<file path="config.mk">
export PLATFORM = sky130hd
export DESIGN_NAME = dma_bus_initiator_flat
export DESIGN_NICKNAME = d
export VERILOG_FILES = /design/src/rtl/dma_bus_initiator_pkg.sv /design/src/rtl/dma_bus_initiator_if.sv /design/src/rtl/dma_bus_initiator_addr_gen.sv /design/src/rtl/dma_bus_initiator.sv /design/src/flat_wrapper.sv
export SDC_FILE = /design/constraint.sdc
export NUM_CORES = 1
export LEC_CHECK = 0
export ABC_AREA = 0
export BUFFER_PORTS_ARGS = -buffer_cell sky130_fd_sc_hd__buf_2
export CAP_MARGIN = 5
export CORE_UTILIZATION = 45
export CTS_BUF_LIST = sky130_fd_sc_hd__clkbuf_8
export DETAILED_ROUTE_END_ITERATION = 6
export HOLD_SLACK_MARGIN = 0.1
export PLACE_DENSITY_LB_ADDON = 0.2
export SLEW_MARGIN = 20
export SYNTH_ARGS = -nofsm -noshare
export SYNTH_HDL_FRONTEND = slang
export SYNTH_SLANG_ARGS = --single-unit
</file>
<file path="constraint.sdc">
create_clock -name MCLK -period 2.96 [get_ports MCLK]
set_input_delay 0.296 -clock MCLK [delete_from_list [all_inputs] [get_ports MCLK]]
set_output_delay 0.296 -clock MCLK [all_outputs]
set_load 0.1 [all_outputs]
</file>
<file path="src/rtl/dma_bus_initiator_pkg.sv">
// Shared types and constants for the DMA bus initiator: state encodings,
// address step sizes, default bus widths and the memory-map base used by the bench.
package dma_bus_initiator_pkg;

    localparam int DMA_ADDR_W = 16;
    localparam int DMA_DATA_W = 16;
    localparam int DMA_CNT_W  = 16;

    localparam int DMA_INC_BYTE = 1;
    localparam int DMA_INC_WORD = 2;

    localparam logic [15:0] DMA_RAM_BASE = 16'h1C00;

    typedef enum logic [2:0] {
        DMA_IDLE  = 3'd0,
        DMA_REQ   = 3'd1,
        DMA_READ  = 3'd2,
        DMA_WRITE = 3'd3,
        DMA_FIN   = 3'd4
    } dma_state_t;

endpackage

</file>
<file path="src/rtl/dma_bus_initiator_if.sv">
// System memory bus as seen by one initiator: request/grant plus a single-cycle
// address/data/strobe phase.
interface dma_bus_initiator_if #(
    parameter int ADDR_W = dma_bus_initiator_pkg::DMA_ADDR_W,
    parameter int DATA_W = dma_bus_initiator_pkg::DMA_DATA_W
);
    logic              BUSREQ;
    logic              BUSGNT;
    logic [ADDR_W-1:0] MAB;
    logic [DATA_W-1:0] MDBwrite;
    logic [DATA_W-1:0] MDBread;
    logic              MW;
    logic              BW;

    modport master (output BUSREQ, MAB, MDBwrite, MW, BW, input  BUSGNT, MDBread);
    modport slave  (input  BUSREQ, MAB, MDBwrite, MW, BW, output BUSGNT, MDBread);
endinterface

</file>
<file path="src/rtl/dma_bus_initiator_addr_gen.sv">
// Loadable address counter stepping +1 (byte) or +2 (word), wrapping modulo 2^ADDR_W.
// Latency: new address visible the cycle after load/step.
// Backpressure: none; advances only when step is asserted.
module dma_bus_initiator_addr_gen
    import dma_bus_initiator_pkg::*;
#(
    parameter int ADDR_W = DMA_ADDR_W
) (
    input  logic              clk,
    input  logic              rst_n,
    input  logic              load,
    input  logic              step,
    input  logic              byte_mode,
    input  logic [ADDR_W-1:0] start_addr,
    output logic [ADDR_W-1:0] addr
);

    // Word accesses start on an even address; an odd start is truncated.
    always_ff @(posedge clk or negedge rst_n) begin
        if (!rst_n) begin
            addr <= '0;
        end else if (load) begin
            addr <= byte_mode ? start_addr : {start_addr[ADDR_W-1:1], 1'b0};
        end else if (step) begin
            addr <= addr + (byte_mode ? ADDR_W'(DMA_INC_BYTE) : ADDR_W'(DMA_INC_WORD));
        end
    end

endmodule

</file>
<file path="src/rtl/dma_bus_initiator.sv">
// Single-channel memory-to-memory copy engine acting as a bus initiator.
// Latency: 2 bus cycles (READ, WRITE) per unit once granted; done/aborted in the FIN cycle.
// Backpressure: waits in REQ for BUSGNT; grant loss during READ retries the read.
module dma_bus_initiator
    import dma_bus_initiator_pkg::*;
#(
    parameter int ADDR_W = DMA_ADDR_W,
    parameter int DATA_W = DMA_DATA_W,
    parameter int CNT_W  = DMA_CNT_W,
    parameter bit BURST  = 1'b1
) (
    input  logic               MCLK,
    input  logic               RST_n,
    input  logic               start,
    input  logic [ADDR_W-1:0]  src_addr,
    input  logic [ADDR_W-1:0]  dst_addr,
    input  logic [CNT_W-1:0]   xfer_count,
    input  logic               byte_mode,
    input  logic               src_inc,
    input  logic               dst_inc,
    input  logic               abort,
    dma_bus_initiator_if.master bus,
    output logic               busy,
    output logic               done,
    output logic               aborted,
    output logic [CNT_W-1:0]   remaining
);

    dma_state_t        state_q, state_d;
    logic              byte_q, src_inc_q, dst_inc_q;
    logic              rel_q;
    logic              zero_q;
    logic [DATA_W-1:0] data_q;
    logic [ADDR_W-1:0] src_q, dst_q;
    logic              accept, in_read, in_write, last_unit;

    assign accept    = (state_q == DMA_IDLE) && start && (xfer_count != '0);
    assign in_read   = (state_q == DMA_READ);
    assign in_write  = (state_q == DMA_WRITE);
    assign last_unit = (remaining == CNT_W'(1));

    dma_bus_initiator_addr_gen #(.ADDR_W(ADDR_W)) u_src_gen (
        .clk        (MCLK),
        .rst_n      (RST_n),
        .load       (accept),
        .step       (in_write && src_inc_q),
        .byte_mode  (accept ? byte_mode : byte_q),
        .start_addr (src_addr),
        .addr       (src_q)
    );

    dma_bus_initiator_addr_gen #(.ADDR_W(ADDR_W)) u_dst_gen (
        .clk        (MCLK),
        .rst_n      (RST_n),
        .load       (accept),
        .step       (in_write && dst_inc_q),
        .byte_mode  (accept ? byte_mode : byte_q),
        .start_addr (dst_addr),
        .addr       (dst_q)
    );

    // rel_q holds REQ with BUSREQ low for one cycle so non-burst mode frees the bus between units.
    always_comb begin
        state_d = state_q;
        case (state_q)
            DMA_IDLE:  if (accept) state_d = DMA_REQ;
            DMA_REQ:   if (!rel_q && bus.BUSGNT) state_d = abort ? DMA_FIN : DMA_READ;
            DMA_READ:  state_d = bus.BUSGNT ? DMA_WRITE : DMA_REQ;
            DMA_WRITE: begin
                if (last_unit || abort)     state_d = DMA_FIN;
                else if (BURST && bus.BUSGNT) state_d = DMA_READ;
                else                        state_d = DMA_REQ;
            end
            DMA_FIN:   state_d = DMA_IDLE;
            default:   state_d = DMA_IDLE;
        endcase
    end

    always_ff @(posedge MCLK or negedge RST_n) begin
        if (!RST_n) begin
            state_q   <= DMA_IDLE;
            byte_q    <= 1'b0;
            src_inc_q <= 1'b0;
            dst_inc_q <= 1'b0;
            rel_q     <= 1'b0;
            zero_q    <= 1'b0;
            data_q    <= '0;
            remaining <= '0;
        end else begin
            state_q <= state_d;
            rel_q   <= in_write && !BURST && (state_d == DMA_REQ);
            zero_q  <= (state_q == DMA_IDLE) && start && (xfer_count == '0);
            if (accept) begin
                byte_q    <= byte_mode;
                src_inc_q <= src_inc;
                dst_inc_q <= dst_inc;
                remaining <= xfer_count;
            end else if (in_write) begin
                remaining <= remaining - CNT_W'(1);
            end
            if (in_read && bus.BUSGNT) begin
                data_q <= byte_q ? {{(DATA_W-8){1'b0}}, bus.MDBread[7:0]} : bus.MDBread;
            end
        end
    end

    assign bus.BUSREQ   = ((state_q == DMA_REQ) && !rel_q) || in_read || in_write;
    assign bus.MAB      = in_read ? src_q : (in_write ? dst_q : '0);
    assign bus.MDBwrite = in_write ? data_q : '0;
    assign bus.MW       = in_write;
    assign bus.BW       = (in_read || in_write) && byte_q;

    assign busy    = (state_q != DMA_IDLE);
    assign done    = ((state_q == DMA_FIN) && (remaining == '0)) || zero_q;
    assign aborted = (state_q == DMA_FIN) && (remaining != '0);

endmodule

</file>
<file path="src/flat_wrapper.sv">
// flat-port wrapper written by rule: the top's interface ports become plain ports
module dma_bus_initiator_flat import dma_bus_initiator_pkg::*;
#(
    parameter int ADDR_W = DMA_ADDR_W,
    parameter int DATA_W = DMA_DATA_W,
    parameter int CNT_W  = DMA_CNT_W,
    parameter bit BURST  = 1'b1
)
  (MCLK, RST_n, start, src_addr, dst_addr, xfer_count, byte_mode, src_inc, dst_inc, abort, busy, done, aborted, remaining, bus_BUSREQ, bus_MAB, bus_MDBwrite, bus_MW, bus_BW, bus_BUSGNT, bus_MDBread);
  dma_bus_initiator_if #(.ADDR_W(ADDR_W), .DATA_W(DATA_W)) bus_i ();
  input  logic MCLK;
  input  logic RST_n;
  input  logic start;
  input  logic [ADDR_W-1:0] src_addr;
  input  logic [ADDR_W-1:0] dst_addr;
  input  logic [CNT_W-1:0] xfer_count;
  input  logic byte_mode;
  input  logic src_inc;
  input  logic dst_inc;
  input  logic abort;
  output logic busy;
  output logic done;
  output logic aborted;
  output logic [CNT_W-1:0] remaining;
  output wire logic [$bits(bus_i.BUSREQ)-1:0] bus_BUSREQ;
  output wire logic [$bits(bus_i.MAB)-1:0] bus_MAB;
  output wire logic [$bits(bus_i.MDBwrite)-1:0] bus_MDBwrite;
  output wire logic [$bits(bus_i.MW)-1:0] bus_MW;
  output wire logic [$bits(bus_i.BW)-1:0] bus_BW;
  input wire logic [$bits(bus_i.BUSGNT)-1:0] bus_BUSGNT;
  input wire logic [$bits(bus_i.MDBread)-1:0] bus_MDBread;
  assign bus_BUSREQ = bus_i.BUSREQ;
  assign bus_MAB = bus_i.MAB;
  assign bus_MDBwrite = bus_i.MDBwrite;
  assign bus_MW = bus_i.MW;
  assign bus_BW = bus_i.BW;
  assign bus_i.BUSGNT = bus_BUSGNT;
  assign bus_i.MDBread = bus_MDBread;
  dma_bus_initiator #(.ADDR_W(ADDR_W), .DATA_W(DATA_W), .CNT_W(CNT_W), .BURST(BURST)) u_core (.MCLK(MCLK), .RST_n(RST_n), .start(start), .src_addr(src_addr), .dst_addr(dst_addr), .xfer_count(xfer_count), .byte_mode(byte_mode), .src_inc(src_inc), .dst_inc(dst_inc), .abort(abort), .bus(bus_i), .busy(busy), .done(done), .aborted(aborted), .remaining(remaining));
endmodule
</file>
==> results of run 1 <==
power groups by stage:
stage | Clock, uW | Sequential, uW | Combinational (uW)
2_1_floorplan | 0 | 2530 | 2150
3_3_place_gp | 0 | 1870 | 3780
3_5_place_dp | 0 | 1900 | 3830
4_1_cts | 888 | 1880 | 3860
5_1_grt | 940 | 1960 | 4100
6_report | 868 | 1890 | 3850
final cells by class:
cell class | instances | area [um2]
clock buffers | 10 | 138
flip-flops and latches | 71 | 1780
clock inverters | 6 | 83.8
well taps | 108 | 135
multi-input cells | 356 | 2220
inverters | 11 | 41.3
fillers | 758 | 3130
repair buffers | 142 | 1240
worst reg2reg max path: cells and delay by family, from the launching register on:
kind            cells  cell delay [ns]
xor+xnor            2             0.29
simple gates        5             1.25
compound gates      3             0.46
flops               1             0.39
fa+ha+maj           1             0.17
cells in the final DEF (no fill, tap or decap), types with 8 or more instances in the layout:
cell and count:
buf_2 93, mux2_2 9, inv_1 11, a211oi_1 8
nand3_1 15, o21ai_0 41, buf_4 16, xnor2_1 22
nor2_1 30, clkbuf_8 10, dfrtp_1 71, and2_1 18
nand2_1 74, xor2_1 9, a21oi_1 20, a22o_1 13
nand4_1 9, buf_12 32
state kept, by name (all words and copies together) (netlist names):
register,count
u_core.data_q,16
u_core.remaining,16
u_core.u_dst_gen.addr,16
u_core.u_src_gen.addr,16
u_core.state_q,3
u_core.byte_q,1
u_core.dst_inc_q,1
u_core.src_inc_q,1
u_core.zero_q,1
through the flow:
stage	util	setup slack (ns)	instances
detailed placement	0.614	0.0367	687
floorplan	-	-0.403	461
finish	0.643	0.142	704
CTS	0.640	0.167	703
global route	0.643	0.0199	704
global placement	0.614	0.121	687
metal layers:
metal	track usage	wire length, um	up-vias	part of all wire
li1	-	-	1903	-
met1	0.334	5060	1865	0.45
met2	0.396	5270	188	0.47
met3	0.0468	664	24	0.059
met4	0.0939	277	0	0.025
met5	0	0	-	0
worst min-delay path by stage:
stage               slack, ns                     startpoint  depth (start not counted)                             to
finish                   0.13                        dst_inc                          3   u_core.dst_inc_q$_DFFE_PN0N_
global route             0.14                        dst_inc                          3   u_core.dst_inc_q$_DFFE_PN0N_
CTS                      0.12                        dst_inc                          3   u_core.dst_inc_q$_DFFE_PN0N_
detailed placement       0.47  u_core.data_q[10]$_DFFE_PN0P_                          2  u_core.data_q[10]$_DFFE_PN0P_
global placement         0.46  u_core.data_q[12]$_DFFE_PN0P_                          2  u_core.data_q[12]$_DFFE_PN0P_
floorplan              0.0004                          RST_n                          0        u_core.byte_q$_DFF_PN0_
logic make-up (layout without fill, tap and decap cells):
group           count (synthesis)  count (layout)  share of synthesized area
simple gates                  192             192                      0.234
compound gates                113             113                      0.178
xor+xnor                       31              31                     0.0663
buf+inv                        34             169                     0.0318
fa+ha+maj                       6               6                     0.0183
flops                          71              71                      0.434
mux                            14              14                     0.0379
what timing repair did:
item                                    4_1_cts  5_1_grt
endpoints found under the setup margin        1        1
endpoints found under the hold margin         0       41
hold buffers                                  0        1
resized for setup                             1        2
buffers inserted                              0        0
==> flow_summary.ini, run 1 <==
[status]
status = complete, no violations

[synthesis]
synth.most_common_cell = nand2_1
yosysSeqAreaShare = 0.434
yosys-top-cells-area = dfrtp_1 43%, nand2_1 6.8%, o21ai_0 5.1%
ys_async_sr_fraction = 1.00
syn_avg_cell_area_um2 = 8.89
synth_top_cell_by_area = dfrtp_1
synth_nets = 539
syn_inst = 461
synth-edff-count = 0
ys_warn_count = 0
synth_ff_type = dfrtp_1
syn-cell-area_um2 = 4100
ys_ff_latch = 71
synth_cell_types = 53
synth_top_area_frac = 0.434
synth_common_cells = 74 x nand2_1, 71 x dfrtp_1, 42 x o21ai_0

[cells_and_area]
stdcell_area_um2 = 5630
diodes = 0
drive_above_1_share = 0.305
finalNetCount = 669
syn_to_final_growth_pct = 37.5

[routing]
drc = 0
wl_per_cell_um = 16.0
vias = 3980
vias_per_cell = 5.65
final_antenna_net_count = 0
drt_wl_total_um = 11300
drt_iter0_drc = 290
first_pass_iters = 7

[timing]
holdWs_ns = 0.134
timing.fmax_mhz = 355
finalHoldViolations = 0
skew_ns = 0.00954
setup_tns_ns = 0
rsz0062_at_grt = false
fin_crit_sh = 0.952
timing.slew.headroom = 0.296
tightest_slew_ns = 1.04
period_needed_ns = 2.82
setup_violations = 0
maxSlewViolCount = 0

[cts]
cts.sinks = 71
clock_latency_ns = 0.35
root_buffer = clkbuf_8
cts_tree = built
cts_buffer_depth = 2
cts-buffers-inserted = 9
cts.reportedPaths.clkPinSlew_ns = 0.08
htree_num_levels = 3

[flow_run]
cap_violations = 0

[placed_design]
port_buffers = 125
gp_congestion = 0.930
place_area_um2 = 5380
dp_hpwl_um = 8310

[floorplanning]
dieArea_um2 = 9490
initial_core_util = 0.467
fp.dieW_um = 97.4
core_um2 = 8760
dieHeight_um = 97.4
rows = 34
io_pins = 126

[power]
sw_frac_of_total = 0.538
ir_drop_uv = 700
power_uw = 6610
power_frac_seq = 0.286
p_switching_uw = 3550
p_clk_frac = 0.131
p_per_area_nw_per_um2 = 1170
p_comb_frac = 0.582
p_int_uw = 3050
p_leak_uw = 0.00251

[worst_setup_path]
critical_path_buf_inv_count = 1
worstSetupPathType = flop to primary output
required_ns = 2.66
critPathSlowestCell = nor4_1
cp_num_cells = 5
critPathCaptureType = primary output
r2r_end = u_core.u_src_gen.addr[8]$_DFFE_PN0P_
rr_startpoint = u_core.state_q[2]$_DFFE_PN0P_
path_cells = nor4_1 -> nor3b_1 -> nand4_1 -> o21bai_2 -> buf_2
rr_worst_depth = 11
worstSetupStartpoint = u_core.remaining[12]$_DFFE_PN0P_
worst_setup_path_start_kind = flop
worstPathArrival_ns = 2.52
path_delay_family = simple AND/OR/NAND/NOR gates
cp_max_fo = 6
r2r_slack_ns = 0.26
cp-endpoint = done
max_stage_delay_ns = 0.64

[grt]
antenna_found_initial = 0
grt_max_degree = 70
grt_pass1_wl_um = 18800
gr-total-overflow = 0
grt_pass1_vias = 3849
grt_use_total = 0.248

[min_path]
hold_path.class = input pin to flop
No activity file was read; power rests on OpenSTA's default activity.
==> run 2: changes to the inputs <==
==> constraint.sdc (replaced) <==
create_clock -name MCLK -period 2.96 [get_ports MCLK]
set_input_delay 0.296 -clock MCLK [delete_from_list [all_inputs] [get_ports MCLK]]
set_output_delay 0.296 -clock MCLK [all_outputs]
set_load 0.005 [all_outputs]
==> run 2 against run 1 <==
Worst setup slack better by 0.17 ns. Combinational power is 48% lower. Core utilization is 5.4 points lower. Non-clock buffer count stayed put. First-iteration DRC count is 14% lower. Sequential share of layout area is 2.9 points higher. Clock power is 1% higher. Final area is 8.4% lower. Cell count stayed put. Fmax is 6.2% higher. Critical path type is now flop to flop. Critical endpoint is now u_core.u_src_gen.addr[8]$_DFFE_PN0P_.
==> flow_summary.ini, run 2 (same netlist as run 1, synthesis figures left out) <==
[status]
status = complete, no violations

[cells_and_area]
layout_commonest_cell = buf_2
syn_to_final_growth_pct = 25.9
diodes = 0
seq_area_um2 = 1780
final_cell_mix = 124 x buf_2, 74 x nand2_1, 71 x dfrtp_1
drive_above_1_share = 0.299
utilization = 0.589
layoutNonFillerInstCount = 704
nFillCells = 808
multi_input_area_um2 = 2210
finalNetCount = 669

[power]
p_leak_uw = 0.00241
p_clk_frac = 0.184
ir_drop_uv = 365
p_comb_frac = 0.418
p_switching_uw = 1970
p_int_uw = 2810
power_frac_seq = 0.398
power_uw = 4770
p_per_area_nw_per_um2 = 926
sw_frac_of_total = 0.412

[placed_design]
gp_congestion = 0.891
port_buffers = 125
place_inst = 687
dp_hpwl_um = 8080

[grt]
grt_max_degree = 57
grt_pass1_wl_um = 18500
gr-total-overflow = 0
grt_pass1_vias = 3811
grt_use_total = 0.243
antenna_found_initial = 0

[floorplanning]
io_pins = 126
initial_core_util = 0.467
dieHeight_um = 97.4
core_um2 = 8760
rows = 34
fp.dieW_um = 97.4
dieArea_um2 = 9490

[timing]
holdWs_ns = 0.120
skew_ns = 0.00906
timing.fmax_mhz = 377
maxSlewViolCount = 0
period_needed_ns = 2.65
tightest_slew_ns = 1.01
finalHoldViolations = 0
fin_crit_sh = 0.896
setup_violations = 0
setup_tns_ns = 0
rsz0062_at_grt = false
timing.slew.headroom = 0.317

[worst_setup_path]
rr_worst_depth = 11
worstSetupStartpoint = u_core.state_q[2]$_DFFE_PN0P_
worst_setup_path_start_kind = flop
worstSetupPathType = flop to flop
required_ns = 3.19
cp_max_fo = 6
rr_startpoint = u_core.state_q[2]$_DFFE_PN0P_
cp-endpoint = u_core.u_src_gen.addr[8]$_DFFE_PN0P_
r2r_slack_ns = 0.31
critPathCaptureType = flop
r2r_end = u_core.u_src_gen.addr[8]$_DFFE_PN0P_
worstPathArrival_ns = 2.88

[routing]
drc = 0
vias_per_cell = 5.55
wl_per_cell_um = 15.6
vias = 3908
drt_wl_total_um = 11000
drt_iter0_drc = 248
first_pass_iters = 5
final_antenna_net_count = 0

[cts]
root_buffer = clkbuf_8
cts_tree = built
htree_num_levels = 3
cts.reportedPaths.clkPinSlew_ns = 0.08
cts_setup_buffers = 0
cts-buffers-inserted = 9
cts.sinks = 71
cts_buffer_depth = 2
clock_latency_ns = 0.37

[min_path]
hold_depth = 3
hold_path.class = input pin to flop

[flow_run]
cap_violations = 0
-- run 2: cell count changes in the layout (fill, tap and decap cells not counted), sizes merged --
cell | previous run | this run
clkinv | 4 | 1
inv | 11 | 12
clkbuf | 10 | 9
clkinvlp | 0 | 3
-- run 2: power by group through the flow --
stage	registers [uW]	clock network, uW	logic (uW)
3_3_place_gp	1880	0	1940
4_1_cts	1880	887	2000
5_1_grt	1960	933	2260
6_report	1900	878	2000
3_5_place_dp	1890	0	1980
2_1_floorplan	1780	0	1350
-- run 2: worst min-delay path by stage --
stage | start | endpoint | slack, ns
after floorplan | RST_n | u_core.byte_q$_DFF_PN0_ | 0.0004
after CTS | dst_inc | u_core.dst_inc_q$_DFFE_PN0N_ | 0.12
after global placement | u_core.data_q[10]$_DFFE_PN0P_ | u_core.data_q[10]$_DFFE_PN0P_ | 0.46
final | dst_inc | u_core.dst_inc_q$_DFFE_PN0N_ | 0.12
after global routing | dst_addr[2] | u_core.u_dst_gen.addr[2]$_DFFE_PN0P_ | 0.12
after detailed placement | u_core.data_q[9]$_DFFE_PN0P_ | u_core.data_q[9]$_DFFE_PN0P_ | 0.46
-- run 2: metrics by stage --
step | worst slack [ns] | cell area (um2)
2_1_floorplan | 0.00982 | 4120
3_3_place_gp | 0.138 | 4910
3_5_place_dp | 0.0669 | 4910
4_1_cts | 0.0809 | 5130
5_1_grt | 0.0574 | 5160
6_report | 0.308 | 5160
-- run 2: cell type report --
class / instances / share of cell area
clock buffers: 9 / 0.0240
clock inverters: 7 / 0.0187
inverters: 11 / 0.00801
multi-input cells: 356 / 0.429
flip-flops and latches: 71 / 0.344
well taps: 108 / 0.0262
repair buffers: 142 / 0.149
-- run 2: timing repair --
| action | 4_1_cts | 5_1_grt |
|---|---|---|
| endpoints found under the setup margin | 0 | 13 |
| hold buffers | 0 | 1 |
| hold endpoints to repair | 0 | 44 |
| gates resized for setup | 0 | 2 |
-- run 2: metal layers --
metal,share of wire,track usage,vias up
li1,-,-,1900
met1,0.48,0.353,1845
met2,0.45,0.350,149
met3,0.060,0.0576,14
met4,0.017,0.0916,0
met5,0,0,-
-- run 2: critical path, stage by stage, from the launching register on --
cell and delay [ns]:
dfrtp_1 0.41, nor4b_4 0.35, and2_2 0.26, nand2_1 0.08
o21ai_1 0.19, xnor2_1 0.17, ha_1 0.17, a21o_1 0.17
nor3b_1 0.27, and4_1 0.24, xnor2_1 0.11, o21ai_0 0.09
==> run 3: changes to the inputs <==
--- a/config.mk
+++ b/config.mk
@@ -13,6 +13,7 @@
 export DETAILED_ROUTE_END_ITERATION = 6
 export HOLD_SLACK_MARGIN = 0.1
 export PLACE_DENSITY_LB_ADDON = 0.2
+export SETUP_SLACK_MARGIN = 0.4
 export SLEW_MARGIN = 20
 export SYNTH_ARGS = -nofsm -noshare
 export SYNTH_HDL_FRONTEND = slang
==> run 3 against run 2 <==
Sequential cell count stayed put. Routed wire length is 4.7% higher. Non-clock buffer count is 4 higher. Highest routed layer unchanged. Combinational power is 7% higher. Count of clock-buffer cells in the layout stayed put. Global-route usage is 0.36 points higher. Largest power group unchanged. Final area is 4.2% higher. Clock skew is 0.00094 ns higher. Via count is 2.4% higher.
==> flow_summary.ini, run 3 (same netlist as run 1, synthesis figures left out) <==
[power]
p_switching_uw = 2080
p_int_uw = 3030
sw_frac_of_total = 0.407
p_comb_frac = 0.419
p_leak_uw = 0.00248
p_per_area_nw_per_um2 = 951
p_clk_frac = 0.205
ir_drop_uv = 522
power_uw = 5110
power_frac_seq = 0.376

[worst_setup_path]
cp-endpoint = u_core.u_src_gen.addr[15]$_DFFE_PN0P_
path_delay_family = compound AO/OA/AOI/OAI gates
rr_worst_depth = 6
worstSetupStartpoint = u_core.byte_q$_DFF_PN0_
required_ns = 3.17
worstPathArrival_ns = 2.76
r2r_slack_ns = 0.41
rr_startpoint = u_core.byte_q$_DFF_PN0_
cp_num_cells = 6
max_stage_delay_ns = 1.03
r2r_end = u_core.u_src_gen.addr[15]$_DFFE_PN0P_
worstSetupPathType = flop to flop
critical_path_buf_inv_count = 1
critPathSlowestCell = o311ai_0
worst_setup_path_start_kind = flop
cp_max_fo = 15
critPathCaptureType = flop
path_cells = inv_1 -> o311ai_0 -> nor2b_1 -> nand4_1 -> xor2_1 -> o21ai_0

[routing]
drt_iter0_drc = 188
wl_per_cell_um = 16.3
final_antenna_net_count = 0
first_pass_iters = 5
vias_per_cell = 5.65
vias = 4000
drt_wl_total_um = 11500
drc = 0

[cells_and_area]
final_cell_mix = 125 x buf_2, 73 x nand2_1, 71 x dfrtp_1
drive_above_1_share = 0.335
layout_commonest_cell = buf_2
diodes = 0
syn_to_final_growth_pct = 31.2
finalNetCount = 673

[grt]
grt_max_degree = 58
busiest_layer = met2
met3_usage = 0.0374
met1_usage = 0.355
gr-total-overflow = 0
antenna_found_initial = 0
grt_use_total = 0.246
grt_pass1_wl_um = 19000
met2_usage = 0.383
grt_pass1_vias = 3840

[placed_design]
gp_congestion = 0.878
dp_hpwl_um = 8200
port_buffers = 125

[timing]
setup_violations = 0
period_needed_ns = 2.55
tightest_slew_ns = 1.13
fin_crit_sh = 0.862
timing.fmax_mhz = 392
finalHoldViolations = 0
setup_tns_ns = 0
rsz0062_at_grt = true
maxSlewViolCount = 0
timing.slew.headroom = 0.238
skew_ns = 0.0100

[status]
status = complete, no violations

[cts]
cts.reportedPaths.clkPinSlew_ns = 0.08
cts.sinks = 71
root_buffer = clkbuf_8
clock_latency_ns = 0.35
htree_num_levels = 3
cts_buffer_depth = 2
cts-buffers-inserted = 9
cts_tree = built

[floorplanning]
dieHeight_um = 97.4
core_um2 = 8760
fp.dieW_um = 97.4
io_pins = 126
dieArea_um2 = 9490
initial_core_util = 0.467
rows = 34

[flow_run]
cap_violations = 0

[min_path]
hold_path.class = input pin to flop
run 3: cell count changes in the layout (fill, tap and decap cells not counted), sizes merged:
cell | before | now
buf | 141 | 145
bufinv | 2 | 4
clkinvlp | 3 | 1
run 3: metal layers:
layer / vias up / share of wire
met5: - / 0
met4: 0 / 0.016
met3: 18 / 0.060
met2: 151 / 0.46
met1: 1920 / 0.46
li1: 1911 / -
run 3: power groups by stage:
stage / Clock [uW] / Combinational, uW / Sequential, uW
6_report: 1050 / 2140 / 1920
5_1_grt: 1110 / 2360 / 1990
4_1_cts: 1070 / 2010 / 1890
3_5_place_dp: 0 / 1980 / 1900
3_3_place_gp: 0 / 1940 / 1880
2_1_floorplan: 0 / 1400 / 1780
run 3: worst min-delay path: stages:
cell	delay (ns)
buf_2	0.07
nand2_1	0.04
nand2_1	0.04
run 3: worst min-delay path by stage:
stage,endpoint,cells past startpoint,from
global placement,u_core.remaining[2]$_DFFE_PN0P_,1,RST_n
CTS,u_core.dst_inc_q$_DFFE_PN0N_,3,dst_inc
finish,u_core.dst_inc_q$_DFFE_PN0N_,3,dst_inc
global route,u_core.dst_inc_q$_DFFE_PN0N_,3,dst_inc
floorplan,u_core.byte_q$_DFF_PN0_,0,RST_n
detailed placement,u_core.remaining[3]$_DFFE_PN0P_,1,RST_n
run 3: area by class of cell:
class / instances / area, um2
inverter: 11 / 45.0
timing repair buffer: 146 / 786
tap: 108 / 135
fill: 778 / 3390
multi-input combinational: 356 / 2360
clock inverter: 7 / 143
sequential: 71 / 1780
clock buffer: 9 / 124
run 3: timing repair:
action                     in CTS  in global routing
pin swaps                       0                 14
setup endpoints to repair      18                 41
hold endpoints to repair       26                  0
hold buffers                    1                  0
gates resized for setup         4                 15
buffers inserted                0                  7
run 3: through the flow:
| stage | utilization | setup WS, ns | instances | hold WS [ns] | cell area [um2] |
|---|---|---|---|---|---|
| after floorplan | - | 0.112 | 461 | 0.000409 | 4190 |
| after global placement | 0.563 | 0.213 | 684 | 0.360 | 4930 |
| after detailed placement | 0.563 | 0.139 | 684 | 0.375 | 4930 |
| after CTS | 0.597 | 0.395 | 701 | 0.122 | 5240 |
| after global routing | 0.613 | 0.315 | 708 | 0.135 | 5370 |
| final | 0.613 | 0.409 | 708 | 0.134 | 5370 |
